`src/rtl/tq_dequant_4x4_pipe_if.sv`:
```
// ============================================================================
// tq_dequant_4x4_pipe_if : row-beat input stream and coefficient output stream
// Rev 1.0
// ============================================================================
`default_nettype none

interface tq_dequant_4x4_pipe_if #(
  parameter int IN_WIDTH  = 15,
  parameter int OUT_WIDTH = 16
);
  logic [2:0]                  qpmod6_i;
  logic [3:0]                  qpdiv6_i;
  logic                        in_valid_i;
  logic                        in_ready_o;
  logic signed [IN_WIDTH-1:0]  level0_i;
  logic signed [IN_WIDTH-1:0]  level1_i;
  logic signed [IN_WIDTH-1:0]  level2_i;
  logic signed [IN_WIDTH-1:0]  level3_i;
  logic                        out_valid_o;
  logic                        out_ready_i;
  logic signed [OUT_WIDTH-1:0] coeff0_o;
  logic signed [OUT_WIDTH-1:0] coeff1_o;
  logic signed [OUT_WIDTH-1:0] coeff2_o;
  logic signed [OUT_WIDTH-1:0] coeff3_o;
  logic [1:0]                  out_row_o;
  logic                        out_last_o;

  modport slave (
    input  qpmod6_i, qpdiv6_i, in_valid_i, level0_i, level1_i, level2_i, level3_i, out_ready_i,
    output in_ready_o, out_valid_o, coeff0_o, coeff1_o, coeff2_o, coeff3_o, out_row_o, out_last_o
  );

  modport master (
    output qpmod6_i, qpdiv6_i, in_valid_i, level0_i, level1_i, level2_i, level3_i, out_ready_i,
    input  in_ready_o, out_valid_o, coeff0_o, coeff1_o, coeff2_o, coeff3_o, out_row_o, out_last_o
  );
endinterface

`default_nettype wire

```
`src/rtl/tq_dequant_4x4_pipe.sv`:
```
// ============================================================================
// tq_dequant_4x4_pipe : 4x4 block dequantiser, (level*V)<<qpdiv6, 2-stage pipe
// Build option: define TQ_DEQUANT_SAT_EN to saturate instead of wrapping.
// Rev 1.0
// ============================================================================
`default_nettype none

module tq_dequant_4x4_pipe #(
  parameter int IN_WIDTH  = 15,
  parameter int OUT_WIDTH = 16
) (
  input wire clk,
  input wire rst_n,
  tq_dequant_4x4_pipe_if.slave bus
);

  localparam int PROD_W = IN_WIDTH + 6;
  localparam int WIDE_W = PROD_W + 15;

  localparam logic [1:0] CLS_A = 2'd0;
  localparam logic [1:0] CLS_B = 2'd1;
  localparam logic [1:0] CLS_C = 2'd2;

  function automatic logic [4:0] f_vscale(input logic [2:0] qpm, input logic [1:0] cls);
    logic [4:0] v;
    v = '0;
    case (qpm)
      3'd0:    v = (cls == CLS_A) ? 5'd10 : (cls == CLS_B) ? 5'd16 : 5'd13;
      3'd1:    v = (cls == CLS_A) ? 5'd11 : (cls == CLS_B) ? 5'd18 : 5'd14;
      3'd2:    v = (cls == CLS_A) ? 5'd13 : (cls == CLS_B) ? 5'd20 : 5'd16;
      3'd3:    v = (cls == CLS_A) ? 5'd14 : (cls == CLS_B) ? 5'd23 : 5'd18;
      3'd4:    v = (cls == CLS_A) ? 5'd16 : (cls == CLS_B) ? 5'd25 : 5'd20;
      3'd5:    v = (cls == CLS_A) ? 5'd18 : (cls == CLS_B) ? 5'd29 : 5'd23;
      default: v = '0;
    endcase
    return v;
  endfunction

  logic signed [IN_WIDTH-1:0]  w_level [4];
  logic signed [PROD_W-1:0]    w_prod  [4];
  logic signed [OUT_WIDTH-1:0] coeff_d [4];
  logic                        w_adv;
  logic                        w_acc;
  logic [2:0]                  w_qpm;
  logic [3:0]                  w_qpd;

  logic [1:0]                  row_q;
  logic [1:0]                  row_d;
  logic [2:0]                  qpm_q;
  logic [3:0]                  qpd_q;

  logic                        s1_valid_q;
  logic signed [PROD_W-1:0]    s1_prod_q [4];
  logic [3:0]                  s1_shift_q;
  logic [1:0]                  s1_row_q;

  logic                        out_valid_q;
  logic signed [OUT_WIDTH-1:0] coeff_q [4];
  logic [1:0]                  out_row_q;
  logic                        out_last_q;

  assign w_level[0] = bus.level0_i;
  assign w_level[1] = bus.level1_i;
  assign w_level[2] = bus.level2_i;
  assign w_level[3] = bus.level3_i;

  // Both stages move together; a full output stage blocks everything behind it.
  assign w_adv = !out_valid_q || bus.out_ready_i;
  assign w_acc = bus.in_valid_i && w_adv;
  assign row_d = row_q + 2'd1;

  // Row 0 takes QP straight from the inputs; later rows use the block's latched QP.
  assign w_qpm = (row_q == 2'd0) ? bus.qpmod6_i : qpm_q;
  assign w_qpd = (row_q == 2'd0) ? bus.qpdiv6_i : qpd_q;

  generate
    for (genvar c = 0; c < 4; c++) begin : g_col
      localparam logic COL_ODD = 1'(c % 2);
      logic [1:0]               w_cls;
      logic signed [WIDE_W-1:0] w_wide;

      assign w_cls   = (row_q[0] != COL_ODD) ? CLS_C : (COL_ODD ? CLS_B : CLS_A);
      assign w_prod[c] = PROD_W'(w_level[c]) * PROD_W'($signed({1'b0, f_vscale(w_qpm, w_cls)}));
      assign w_wide  = WIDE_W'(s1_prod_q[c]) <<< s1_shift_q;

`ifdef TQ_DEQUANT_SAT_EN
      logic [WIDE_W-OUT_WIDTH:0] w_hi;
      assign w_hi = w_wide[WIDE_W-1:OUT_WIDTH-1];
      assign coeff_d[c] = ((&w_hi) || !(|w_hi)) ? w_wide[OUT_WIDTH-1:0] :
                          (w_wide[WIDE_W-1] ? {1'b1, {(OUT_WIDTH-1){1'b0}}}
                                            : {1'b0, {(OUT_WIDTH-1){1'b1}}});
`else
      logic w_unused_hi;
      assign w_unused_hi = ^w_wide[WIDE_W-1:OUT_WIDTH];
      assign coeff_d[c]  = w_wide[OUT_WIDTH-1:0];
`endif
    end
  endgenerate

  always_ff @(posedge clk or negedge rst_n) begin
    if (!rst_n) begin
      row_q       <= '0;
      qpm_q       <= '0;
      qpd_q       <= '0;
      s1_valid_q  <= 1'b0;
      s1_shift_q  <= '0;
      s1_row_q    <= '0;
      out_valid_q <= 1'b0;
      out_row_q   <= '0;
      out_last_q  <= 1'b0;
      for (int c = 0; c < 4; c++) begin
        s1_prod_q[c] <= '0;
        coeff_q[c]   <= '0;
      end
    end else begin
      if (w_acc) begin
        row_q <= row_d;
        if (row_q == 2'd0) begin
          qpm_q <= bus.qpmod6_i;
          qpd_q <= bus.qpdiv6_i;
        end
      end
      if (w_adv) begin
        s1_valid_q <= bus.in_valid_i;
        if (bus.in_valid_i) begin
          s1_prod_q  <= w_prod;
          s1_shift_q <= w_qpd;
          s1_row_q   <= row_q;
        end
        out_valid_q <= s1_valid_q;
        if (s1_valid_q) begin
          coeff_q    <= coeff_d;
          out_row_q  <= s1_row_q;
          out_last_q <= (s1_row_q == 2'd3);
        end
      end
    end
  end

  assign bus.in_ready_o  = w_adv;
  assign bus.out_valid_o = out_valid_q;
  assign bus.coeff0_o    = coeff_q[0];
  assign bus.coeff1_o    = coeff_q[1];
  assign bus.coeff2_o    = coeff_q[2];
  assign bus.coeff3_o    = coeff_q[3];
  assign bus.out_row_o   = out_row_q;
  assign bus.out_last_o  = out_last_q;

endmodule

`default_nettype wire

```
`src/flat_wrapper.sv`:
```
// flat-port wrapper written by rule: the top's interface ports become plain ports
module tq_dequant_4x4_pipe_flat 
#(
  parameter int IN_WIDTH  = 15,
  parameter int OUT_WIDTH = 16
)
  (clk, rst_n, bus_qpmod6_i, bus_qpdiv6_i, bus_in_valid_i, bus_level0_i, bus_level1_i, bus_level2_i, bus_level3_i, bus_out_ready_i, bus_in_ready_o, bus_out_valid_o, bus_coeff0_o, bus_coeff1_o, bus_coeff2_o, bus_coeff3_o, bus_out_row_o, bus_out_last_o);
  tq_dequant_4x4_pipe_if #(.IN_WIDTH(IN_WIDTH), .OUT_WIDTH(OUT_WIDTH)) bus_i ();
  input wire clk;
  input wire rst_n;
  input wire logic [$bits(bus_i.qpmod6_i)-1:0] bus_qpmod6_i;
  input wire logic [$bits(bus_i.qpdiv6_i)-1:0] bus_qpdiv6_i;
  input wire logic [$bits(bus_i.in_valid_i)-1:0] bus_in_valid_i;
  input wire logic [$bits(bus_i.level0_i)-1:0] bus_level0_i;
  input wire logic [$bits(bus_i.level1_i)-1:0] bus_level1_i;
  input wire logic [$bits(bus_i.level2_i)-1:0] bus_level2_i;
  input wire logic [$bits(bus_i.level3_i)-1:0] bus_level3_i;
  input wire logic [$bits(bus_i.out_ready_i)-1:0] bus_out_ready_i;
  output wire logic [$bits(bus_i.in_ready_o)-1:0] bus_in_ready_o;
  output wire logic [$bits(bus_i.out_valid_o)-1:0] bus_out_valid_o;
  output wire logic [$bits(bus_i.coeff0_o)-1:0] bus_coeff0_o;
  output wire logic [$bits(bus_i.coeff1_o)-1:0] bus_coeff1_o;
  output wire logic [$bits(bus_i.coeff2_o)-1:0] bus_coeff2_o;
  output wire logic [$bits(bus_i.coeff3_o)-1:0] bus_coeff3_o;
  output wire logic [$bits(bus_i.out_row_o)-1:0] bus_out_row_o;
  output wire logic [$bits(bus_i.out_last_o)-1:0] bus_out_last_o;
  assign bus_i.qpmod6_i = bus_qpmod6_i;
  assign bus_i.qpdiv6_i = bus_qpdiv6_i;
  assign bus_i.in_valid_i = bus_in_valid_i;
  assign bus_i.level0_i = bus_level0_i;
  assign bus_i.level1_i = bus_level1_i;
  assign bus_i.level2_i = bus_level2_i;
  assign bus_i.level3_i = bus_level3_i;
  assign bus_i.out_ready_i = bus_out_ready_i;
  assign bus_in_ready_o = bus_i.in_ready_o;
  assign bus_out_valid_o = bus_i.out_valid_o;
  assign bus_coeff0_o = bus_i.coeff0_o;
  assign bus_coeff1_o = bus_i.coeff1_o;
  assign bus_coeff2_o = bus_i.coeff2_o;
  assign bus_coeff3_o = bus_i.coeff3_o;
  assign bus_out_row_o = bus_i.out_row_o;
  assign bus_out_last_o = bus_i.out_last_o;
  tq_dequant_4x4_pipe #(.IN_WIDTH(IN_WIDTH), .OUT_WIDTH(OUT_WIDTH)) u_core (.clk(clk), .rst_n(rst_n), .bus(bus_i));
endmodule
```
`config.mk`:
```
export PLATFORM = sky130hd
export DESIGN_NAME = tq_dequant_4x4_pipe_flat
export DESIGN_NICKNAME = d
export VERILOG_FILES = /design/src/rtl/tq_dequant_4x4_pipe_if.sv /design/src/rtl/tq_dequant_4x4_pipe.sv /design/src/flat_wrapper.sv
export SDC_FILE = /design/constraint.sdc
export NUM_CORES = 1
export LEC_CHECK = 0
export CORE_MARGIN = 2
export CORE_UTILIZATION = 35
export DETAILED_ROUTE_END_ITERATION = 6
export PLACE_DENSITY = 0.55
export REMOVE_ABC_BUFFERS = 1
export SLEW_MARGIN = 10
export SYNTH_ARGS = -nofsm -noshare
export SYNTH_HDL_FRONTEND = slang
export SYNTH_SLANG_ARGS = --single-unit
```
`constraint.sdc`:
```
create_clock -name clk -period 6.4 [get_ports clk]
set_input_delay 0.64 -clock clk [delete_from_list [all_inputs] [get_ports clk]]
set_output_delay 0.64 -clock clk [all_outputs]
set_load 0.01 [all_outputs]
```
=== Yosys cells after proc, flatten, opt, wreduce, memory -nomap -nowiden ===
Index checks and enable logic that the tools add are counted.

* Flip-flop bits (word level): 168
* Bits in latches: 0
* RAM bits: 0
* ROM bits: 0
* Input port bits: 71
* Output and inout port bits: 69
* Memories kept: 0

* Add/subtract/negate cells: 1
* $mul: 4
* Divide/modulo/power cells: 0
* $lt $le $gt $ge: 0
* Eq/ne operators: 8
* Shift operators: 4
* Multiplexer cells: 30
* Bitwise logic cells: 0
* Reduce and logical (&&, ||, !) cells: 9

{| class="wikitable"
|+ Operators with widths
! kind !! number
|-
| multiplier 15 x 6 -> 21 bit || 4
|-
| <<< shifter 21 x 4 -> 16 bit || 4
|-
| 2-to-1 mux 5 bit || 16
|-
| one-hot mux 5 bit (6 select lines) || 2
|-
| 2-to-1 mux 4 bit || 5
|-
| 2-to-1 mux 3 bit || 5
|-
| equality test 3 x 2 -> 1 bit (second input constant) || 2
|-
| equality test 3 bit (second input constant) || 2
|-
| logical NOT 2 bit || 3
|-
| equality test 2 x 1 -> 1 bit (second input constant) || 2
|-
| 2-to-1 mux 2 bit || 2
|-
| AND reduction 2 bit || 2
|-
| equality test 3 x 1 -> 1 bit (second input constant) || 1
|-
| logical NOT 3 bit || 1
|-
| adder 2 x 1 -> 2 bit (second input constant) || 1
|-
| equality test 2 bit (second input constant) || 1
|-
| logical AND 1 bit || 1
|-
| logical NOT 1 bit || 1
|-
| logical OR 1 bit || 1
|}

=== Depth between registers and ports, before layout ===
Gate-level depths: netlist (run 1).

* Word-level depth: 6
* Mapped depth: 25
* Mapped depth without buffers: 22

=== Worst setup path after synthesis (run 1) ===
OpenSTA, ideal clock, no wires.

* Path type: reg2reg
* Start point: reg u_core.row_q[0]
* End point: reg u_core.s1_prod_q[35] (netlist name)
* Setup time: 0.141 ns
* Data arrival time: 5.636 ns
* Setup slack: 0.623 ns
* Cell stages (with the launch flop): 25
* Path buffers: 3
* Path through: dfrtp_1 > buf_4 > inv_2 > ha_1 > buf_6 > mux2_2 > nor2_1 > nor3_1 > a21oi_1 > nor2_1 > a31oi_1 > clkbuf_1 > nor2b_1 > fa_1 > inv_1 > fa_1 > fa_1 > inv_1 > ha_1 > a21oi_1 > o21bai_1 > a2111o_1 > a2111oi_0 > or3_1 > a31oi_1

* Longest elaborated chain between the ends: 6
* Elaborated cells on any way between the ends: 25
* Those cells by class: 1 x mul; 6 x eq/ne; 15 x mux; 3 x reduce/logical

{| class="wikitable"
|+ RTL lines
! item !! RTL line !! source
|-
| start, declared || tq_dequant_4x4_pipe.sv:47 || <nowiki>logic [1:0] row_q;</nowiki>
|-
| start signal, assigned || tq_dequant_4x4_pipe.sv:117 || <nowiki>row_q <= row_d;</nowiki>
|-
| 2-to-1 mux 2 bit || tq_dequant_4x4_pipe.sv:82 || <nowiki>assign w_cls = (row_q[0] != COL_ODD) ? CLS_C : (COL_ODD ? CLS_B : CLS_A);</nowiki>
|-
| equality test 2 x 1 -> 1 bit || n/a ||
|-
| 2-to-1 mux 4 bit (tied with other cells) || tq_dequant_4x4_pipe.sv:32 || <nowiki>3'd4: v = (cls == CLS_A) ? 5'd16 : (cls == CLS_B) ? 5'd25 : 5'd20;</nowiki>
|-
| 2-to-1 mux 5 bit (tied with other cells) || tq_dequant_4x4_pipe.sv:32 ||
|-
| one-hot mux 5 bit (6 select lines) * || tq_dequant_4x4_pipe.sv:27 || <nowiki>case (qpm)</nowiki>
|-
| multiplier 15 x 6 -> 21 bit * || tq_dequant_4x4_pipe.sv:83 || <nowiki>assign w_prod[c] = PROD_W'(w_level[c]) * PROD_W'($signed({1'b0, f_vscale(w_qpm, w_cls)}));</nowiki>
|-
| end signal, assigned || tq_dequant_4x4_pipe.sv:126 || <nowiki>s1_prod_q <= w_prod;</nowiki>
|-
| end, declared || tq_dequant_4x4_pipe.sv:53 || <nowiki>logic signed [PROD_W-1:0] s1_prod_q [4];</nowiki>
|}

Mark *: on every way between the ends. The rest lies on a longest branch, timed or not.
A chain may end at the register's enable or synchronous reset.

=== Worst setup path after layout (run 1) ===
Same ends and word-level chain as after synthesis.

==> reports/metrics.yaml, run 1 <==
floorplan:
  die_w_um: 215.7
  core-area_um2: 44220
  rows: 77
  start_util: 0.3546
  dieArea_um2: 46510
  num_io_pins: 140
  die-height_um: 215.7
clock_tree:
  cts_resized: 0
  h-tree-depth: 4
  postCtsSetupRepairBufs: 0
  clock_latency_ns: 0.43
  tritoncts: "done"
  clockBufferDepth: 2
  postCtsHoldBufs: 0
  cts_made_buffers: 17
  clk_pin_slew_ns: 0.06
  cts-root-buf: "clkbuf_16"
  clock_sinks: 144
outcome:
  outcome: "finished clean"
logic_synthesis:
  synth.avg_cell_area_um2: 8.746
  synth_seq_area_share: 0.2298
  synth_common_cells: "nand2_1 (254), inv_1 (224), and2_1 (167), dfrtp_1 (144), fa_1 (140)"
  synthFlopType: "dfrtp_1"
  yosysWarningCount: 0
  async_flop_share: 1.000
  ys_seq_elements: 144
  ys_types: 55
  netlist_instances: 1793
  synth_most_common_cell: "nand2_1"
  synthTopCellsByArea: "dfrtp_1 (23%), fa_1 (18%), ha_1 (9.0%)"
  synth.cell_area_um2: 15680
  synth-edff-count: 0
  synth_top_area_cell: "dfrtp_1"
  synth_top_area_frac: 0.2298
sta:
  fin_crit_ns: 5.836
  rsz0062_at_grt: "false"
  slew_headroom: 0.2968
  finalSetupViolCount: 0
  fmax_ghz: 0.1714
  hold_viol_final: 0
  fin_worst_skew_ns: 0.01087
  setup_slack_ns: 0.5640
  worst_pin_slew_ns: 1.049
  finalCritPeriodShare: 0.9119
  slew_viol_final: 0
min_path:
  hp-class: "in2async"
worst_setup_path:
  reg2reg_depth: 22
  crit_type: "reg2reg"
  worstSetupStartpointType: "register"
  cp.depth: 22
  crit_fanout: 28
  path_buf_inv: 6
  crit_required_ns: 6.68
  startpoint: "u_core.row_q[0]$_DFFE_PN0P_"
  crit_end: "u_core.s1_prod_q[35]$_DFFE_PN0P_"
  regToRegSetupSlack_ns: 0.56
  slowest_delay_ns: 0.50
  cpLargestDelayFamily: "adder cells"
  path_cells: "inv_2, ha_1, buf_4, mux2i_1, buf_4, nand2_1, a21oi_1, nor2_2, buf_4, nor2b_1, fa_1, inv_1, fa_1, fa_1, inv_1, ha_1, a21oi_1, o21bai_1, a2111o_1, a2111oi_0, or3_1, a31oi_1"
  cp_data_arrival_time_ns: 6.11
  worst_r2r_endpoint: "u_core.s1_prod_q[35]$_DFFE_PN0P_"
  crit-reg2reg-launch: "u_core.row_q[0]$_DFFE_PN0P_"
  worst_path_max_delay_cell: "dfrtp_1"
  crit_path_end_kind: "register"
cells_and_area:
  utilization: 0.4139
  drive_above_1_share: 0.05252
  nets: 2215
  antenna_cells: 0
  syn2layout_area_growth_pct: 16.71
  fill_cells: 4409
drt:
  drtIter0Drc: 788
  via_count: 12380
  ant_nets: 0
  wire_per_inst_um: 16.20
  via_per_inst: 4.958
  drc: 0
  first_pass_iters: 4
  wl_mm: 40.45
place:
  place_congestion: 0.8391
  hpwl_mm: 30.85
  dpl_worst_slack_ns: 0.1097
  io_buffers: 139
global_routing:
  antenna_found_initial: 0
  grt_pass1_vias: 12620
  grt_max_degree: 104
  grt_overflow: 0
  grt_use_met3: 0.01480
  grt.total_usage: 0.1772
  top_usage_layer: "met2"
  grt_first_pass_wirelength_mm: 67.04
  use_met1: 0.2542
  use_met2: 0.2936
job:
  maxCapViolCount: 0
-- cell families after synthesis --
kind of cell | Yosys count | synth area share
adders and majority gates | 253 | 0.2689
AOI/OAI and AO/OA | 326 | 0.1277
and+or+nand+nor | 605 | 0.1941
muxes | 94 | 0.06575
buffers and inverters | 314 | 0.07644
DFF | 144 | 0.2298
xor gates and xnor gates | 57 | 0.03726
-- worst min path at each step --
stage                                               end  slack (ns)
finish                 u_core.s1_prod_q[76]$_DFFE_PN0P_        0.31
global route           u_core.s1_prod_q[76]$_DFFE_PN0P_        0.44
floorplan            u_core.bus.coeff0_o[0]$_DFFE_PN0P_        0.34
detailed placement  u_core.bus.coeff0_o[13]$_DFFE_PN0P_        0.47
CTS                    u_core.s1_prod_q[76]$_DFFE_PN0P_        0.40
global placement    u_core.bus.coeff3_o[13]$_DFFE_PN0P_        0.46
-- area by class of cell --
type                            instances  area (um2)  area share
Clock inverter                         14       132.6    0.007247
Sequential cell                       144        3608      0.1972
Inverter                              228       855.8     0.04676
Tap cell                              592       740.7     0.04047
Clock buffer                           18       439.2     0.02400
Timing Repair Buffer                  165        1600     0.08744
Multi-Input combinational cell       1335       10920      0.5969
-- registers in the layout (all words and copies together) (netlist names), 2 cells and up --
| name | cells |
|---|---|
| u_core.row_q | 2 |
| u_core.bus.out_row_o | 2 |
| u_core.bus.coeff2_o | 16 |
| u_core.s1_row_q | 2 |
| u_core.bus.coeff0_o | 16 |
| u_core.bus.coeff3_o | 16 |
| u_core.s1_shift_q | 3 |
| u_core.s1_prod_q | 64 |
| u_core.qpm_q | 3 |
| u_core.bus.coeff1_o | 16 |
-- routing by layer --
metal  wire [um]  vias to the layer above
li1            -                     6028
met1       19870                     6076
met2       18830                      248
met3        1326                       23
met4         413                        0
met5           0                        -
-- stage by stage --
stage	setup TNS (ns)	area [um2]	cells	hold WS, ns
floorplan	-0.8606	15340	1707	0.3444
global placement	0	17720	2464	0.4639
detailed placement	0	17720	2464	0.4729
CTS	0	18290	2496	0.3967
global route	0	18300	2496	0.4360
finish	0	18300	2496	0.3135
-- placed cells by master, fill, tap and decap left out, drive strengths merged, types with 4 or more instances in the layout --
cell type / n
mux4: 5
inv: 229
xor2: 10
o21bai: 14
a22o: 29
a211oi: 12
nor3: 12
clkinv: 10
dfrtp: 144
clkbuf: 18
and2: 167
fa: 140
xnor2: 41
o22ai: 5
or4: 6
a21o: 17
a31oi: 6
o21a: 5
a22oi: 6
nand2: 254
xnor3: 4
nand2b: 10
a311oi: 4
nor2b: 76
clkdlybuf4s50: 138
o21ai: 121
mux2: 22
o22a: 12
a21oi: 83
ha: 113
buf: 27
nor3b: 8
nand3: 15
nor2: 40
and3: 4
mux2i: 67
Power of run 1 is left out: the tool's default activity adds up to more than one toggle a clock period on the data nets, which glitch-free logic cannot reach.
==> run 2: changes to the inputs <==
--- a/config.mk
+++ b/config.mk
@@ -5,8 +5,10 @@
 export SDC_FILE = /design/constraint.sdc
 export NUM_CORES = 1
 export LEC_CHECK = 0
+export ABC_CLOCK_PERIOD_IN_PS = 6400
 export CORE_MARGIN = 2
 export CORE_UTILIZATION = 35
+export CTS_CLUSTER_SIZE = 8
 export DETAILED_ROUTE_END_ITERATION = 6
 export PLACE_DENSITY = 0.55
 export REMOVE_ABC_BUFFERS = 1
==> results of run 2 <==
Final layout, timing and power as in run 1 (identical DEF).
Power of run 2 is left out for the same reason.
==> run 3: changes to the inputs <==
--- a/config.mk
+++ b/config.mk
@@ -5,7 +5,7 @@
 export SDC_FILE = /design/constraint.sdc
 export NUM_CORES = 1
 export LEC_CHECK = 0
-export ABC_CLOCK_PERIOD_IN_PS = 6400
+export ABC_CLOCK_PERIOD_IN_PS = 6000
 export CORE_MARGIN = 2
 export CORE_UTILIZATION = 35
 export CTS_CLUSTER_SIZE = 8
==> constraint.sdc (replaced) <==
create_clock -name clk -period 6 [get_ports clk]
set_input_delay 0.6 -clock clk [delete_from_list [all_inputs] [get_ports clk]]
set_output_delay 0.6 -clock clk [all_outputs]
set_load 0.01 [all_outputs]
==> reports/metrics.yaml, run 3 (synthesized netlist as in run 1, its figures left out) <==
outcome:
  outcome: "finished clean"
worst_setup_path:
  crit_type: "reg2reg"
  crit_fanout: 19
  reg2reg_depth: 22
  worstSetupStartpointType: "register"
  cp_data_arrival_time_ns: 5.96
  crit_path_end_kind: "register"
  crit_required_ns: 6.35
sta:
  worst_pin_slew_ns: 1.128
  finalCritPeriodShare: 0.9346
  fmax_ghz: 0.1783
  slew_viol_final: 0
  hold_viol_final: 0
  finalSetupViolCount: 0
  setup_tns_ns: 0
  slew_headroom: 0.2437
  fin_crit_ns: 5.608
  rsz0062_at_grt: "false"
  fin_worst_skew_ns: 0.009254
drt:
  wire_per_inst_um: 16.10
  drtIter0Drc: 824
  via_count: 12320
  drc: 0
  ant_nets: 0
  first_pass_iters: 5
  wl_mm: 40.30
  via_per_inst: 4.923
cells_and_area:
  syn2layout_area_growth_pct: 17.27
  fill_cells: 4463
  antenna_cells: 0
  largest_register_ffs: 64
  final_common_cell: "nand2_1"
  utilization: 0.4158
  nets: 2223
  finalNonFillerCells: 2503
  drive_above_1_share: 0.05599
  layout_common_cells: "nand2_1 (252), inv_1 (224), and2_1 (167)"
  fin_area_um2: 18390
  top_register: "u_core.s1_prod_q"
global_routing:
  grt_pass1_vias: 12620
  grt_first_pass_wirelength_mm: 67.56
  grt.total_usage: 0.1785
  grt_max_degree: 101
  grt_overflow: 0
  antenna_found_initial: 0
clock_tree:
  clk_pin_slew_ns: 0.07
  postCtsHoldBufs: 0
  clock_sinks: 144
  cts_resized: 0
  cts_made_buffers: 17
  clockBufferDepth: 2
  clock_latency_ns: 0.43
  h-tree-depth: 4
  cts-root-buf: "clkbuf_16"
  postCtsSetupRepairBufs: 0
  tritoncts: "done"
place:
  place_congestion: 0.8346
  io_buffers: 139
  place_area_um2: 17790
  dp.cells: 2472
  hpwl_mm: 31.09
floorplan:
  rows: 77
  die-height_um: 215.7
  start_util: 0.3546
  die_w_um: 215.7
  core-area_um2: 44220
  dieArea_um2: 46510
  num_io_pins: 140
job:
  maxCapViolCount: 0
min_path:
  hp-class: "in2async"
[run 3: changes by cell type in the layout (fill, tap and decap cells not counted), sizes merged]
cell and delta:
buf +8, inv +2, clkinv -4, bufinv +1
[run 3: cell type report]
class / count / area (um2) / share of cell area
clock buffers: 18 / 439.2 / 0.02388
clock inverters: 13 / 152.6 / 0.008301
inverters: 228 / 855.8 / 0.04654
multi-input cells: 1335 / 10910 / 0.5935
flip-flops and latches: 144 / 3610 / 0.1963
well taps: 592 / 740.7 / 0.04028
repair buffers: 173 / 1677 / 0.09118
[run 3: per-stage QoR]
stage | setup slack (ns) | hold WS [ns]
floorplan | -0.6282 | 0.3044
global placement | 0.2943 | 0.4656
detailed placement | 0.1488 | 0.4681
CTS | 0.2651 | 0.3362
global route | 0.007141 | 0.3662
finish | 0.3924 | 0.2495
[run 3: path summary, 6_finish.rpt]
| check | from | to | slack (ns) |
|---|---|---|---|
| setup / recovery | u_core.row_q[0]$_DFFE_PN0P_ | u_core.s1_prod_q[35]$_DFFE_PN0P_ | 0.39 |
| hold / removal | rst_n | u_core.s1_prod_q[76]$_DFFE_PN0P_ | 0.25 |
| setup reg to reg | u_core.row_q[0]$_DFFE_PN0P_ | u_core.s1_prod_q[35]$_DFFE_PN0P_ | 0.39 |
| hold reg to reg | u_core.bus.coeff0_o[10]$_DFFE_PN0P_ | u_core.bus.coeff0_o[10]$_DFFE_PN0P_ | 0.48 |
| max in group asynchronous | rst_n | u_core.s1_shift_q[1]$_DFFE_PN0P_ | 4.47 |
| min in group clk | u_core.bus.coeff0_o[10]$_DFFE_PN0P_ | u_core.bus.coeff0_o[10]$_DFFE_PN0P_ | 0.48 |
[run 3: critical path, cell delays in order, from the launching register on]
cell	delay (ns)
dfrtp_2	0.48
inv_2	0.08
ha_1	0.26
mux2_2	0.42
nor2_1	0.12
nor3_1	0.05
a21oi_1	0.12
nor2_1	0.06
a31oi_2	0.22
buf_12	0.18
buf_6	0.19
nor2b_1	0.09
fa_1	0.49
ha_1	0.32
fa_1	0.49
ha_1	0.29
a21o_1	0.15
a21oi_1	0.18
o21bai_1	0.11
a2111o_1	0.45
a2111oi_0	0.44
o21ai_0	0.14
a31oi_1	0.17
[run 3: layer usage]
layer | part of all wire | up-vias | track usage
met5 | 0 | - | 0
met4 | 0.014 | 0 | 0.03977
met3 | 0.032 | 30 | 0.01564
met2 | 0.46 | 227 | 0.2870
met1 | 0.50 | 6010 | 0.2608
li1 | - | 6056 | -
Power of run 3 is left out for the same reason.
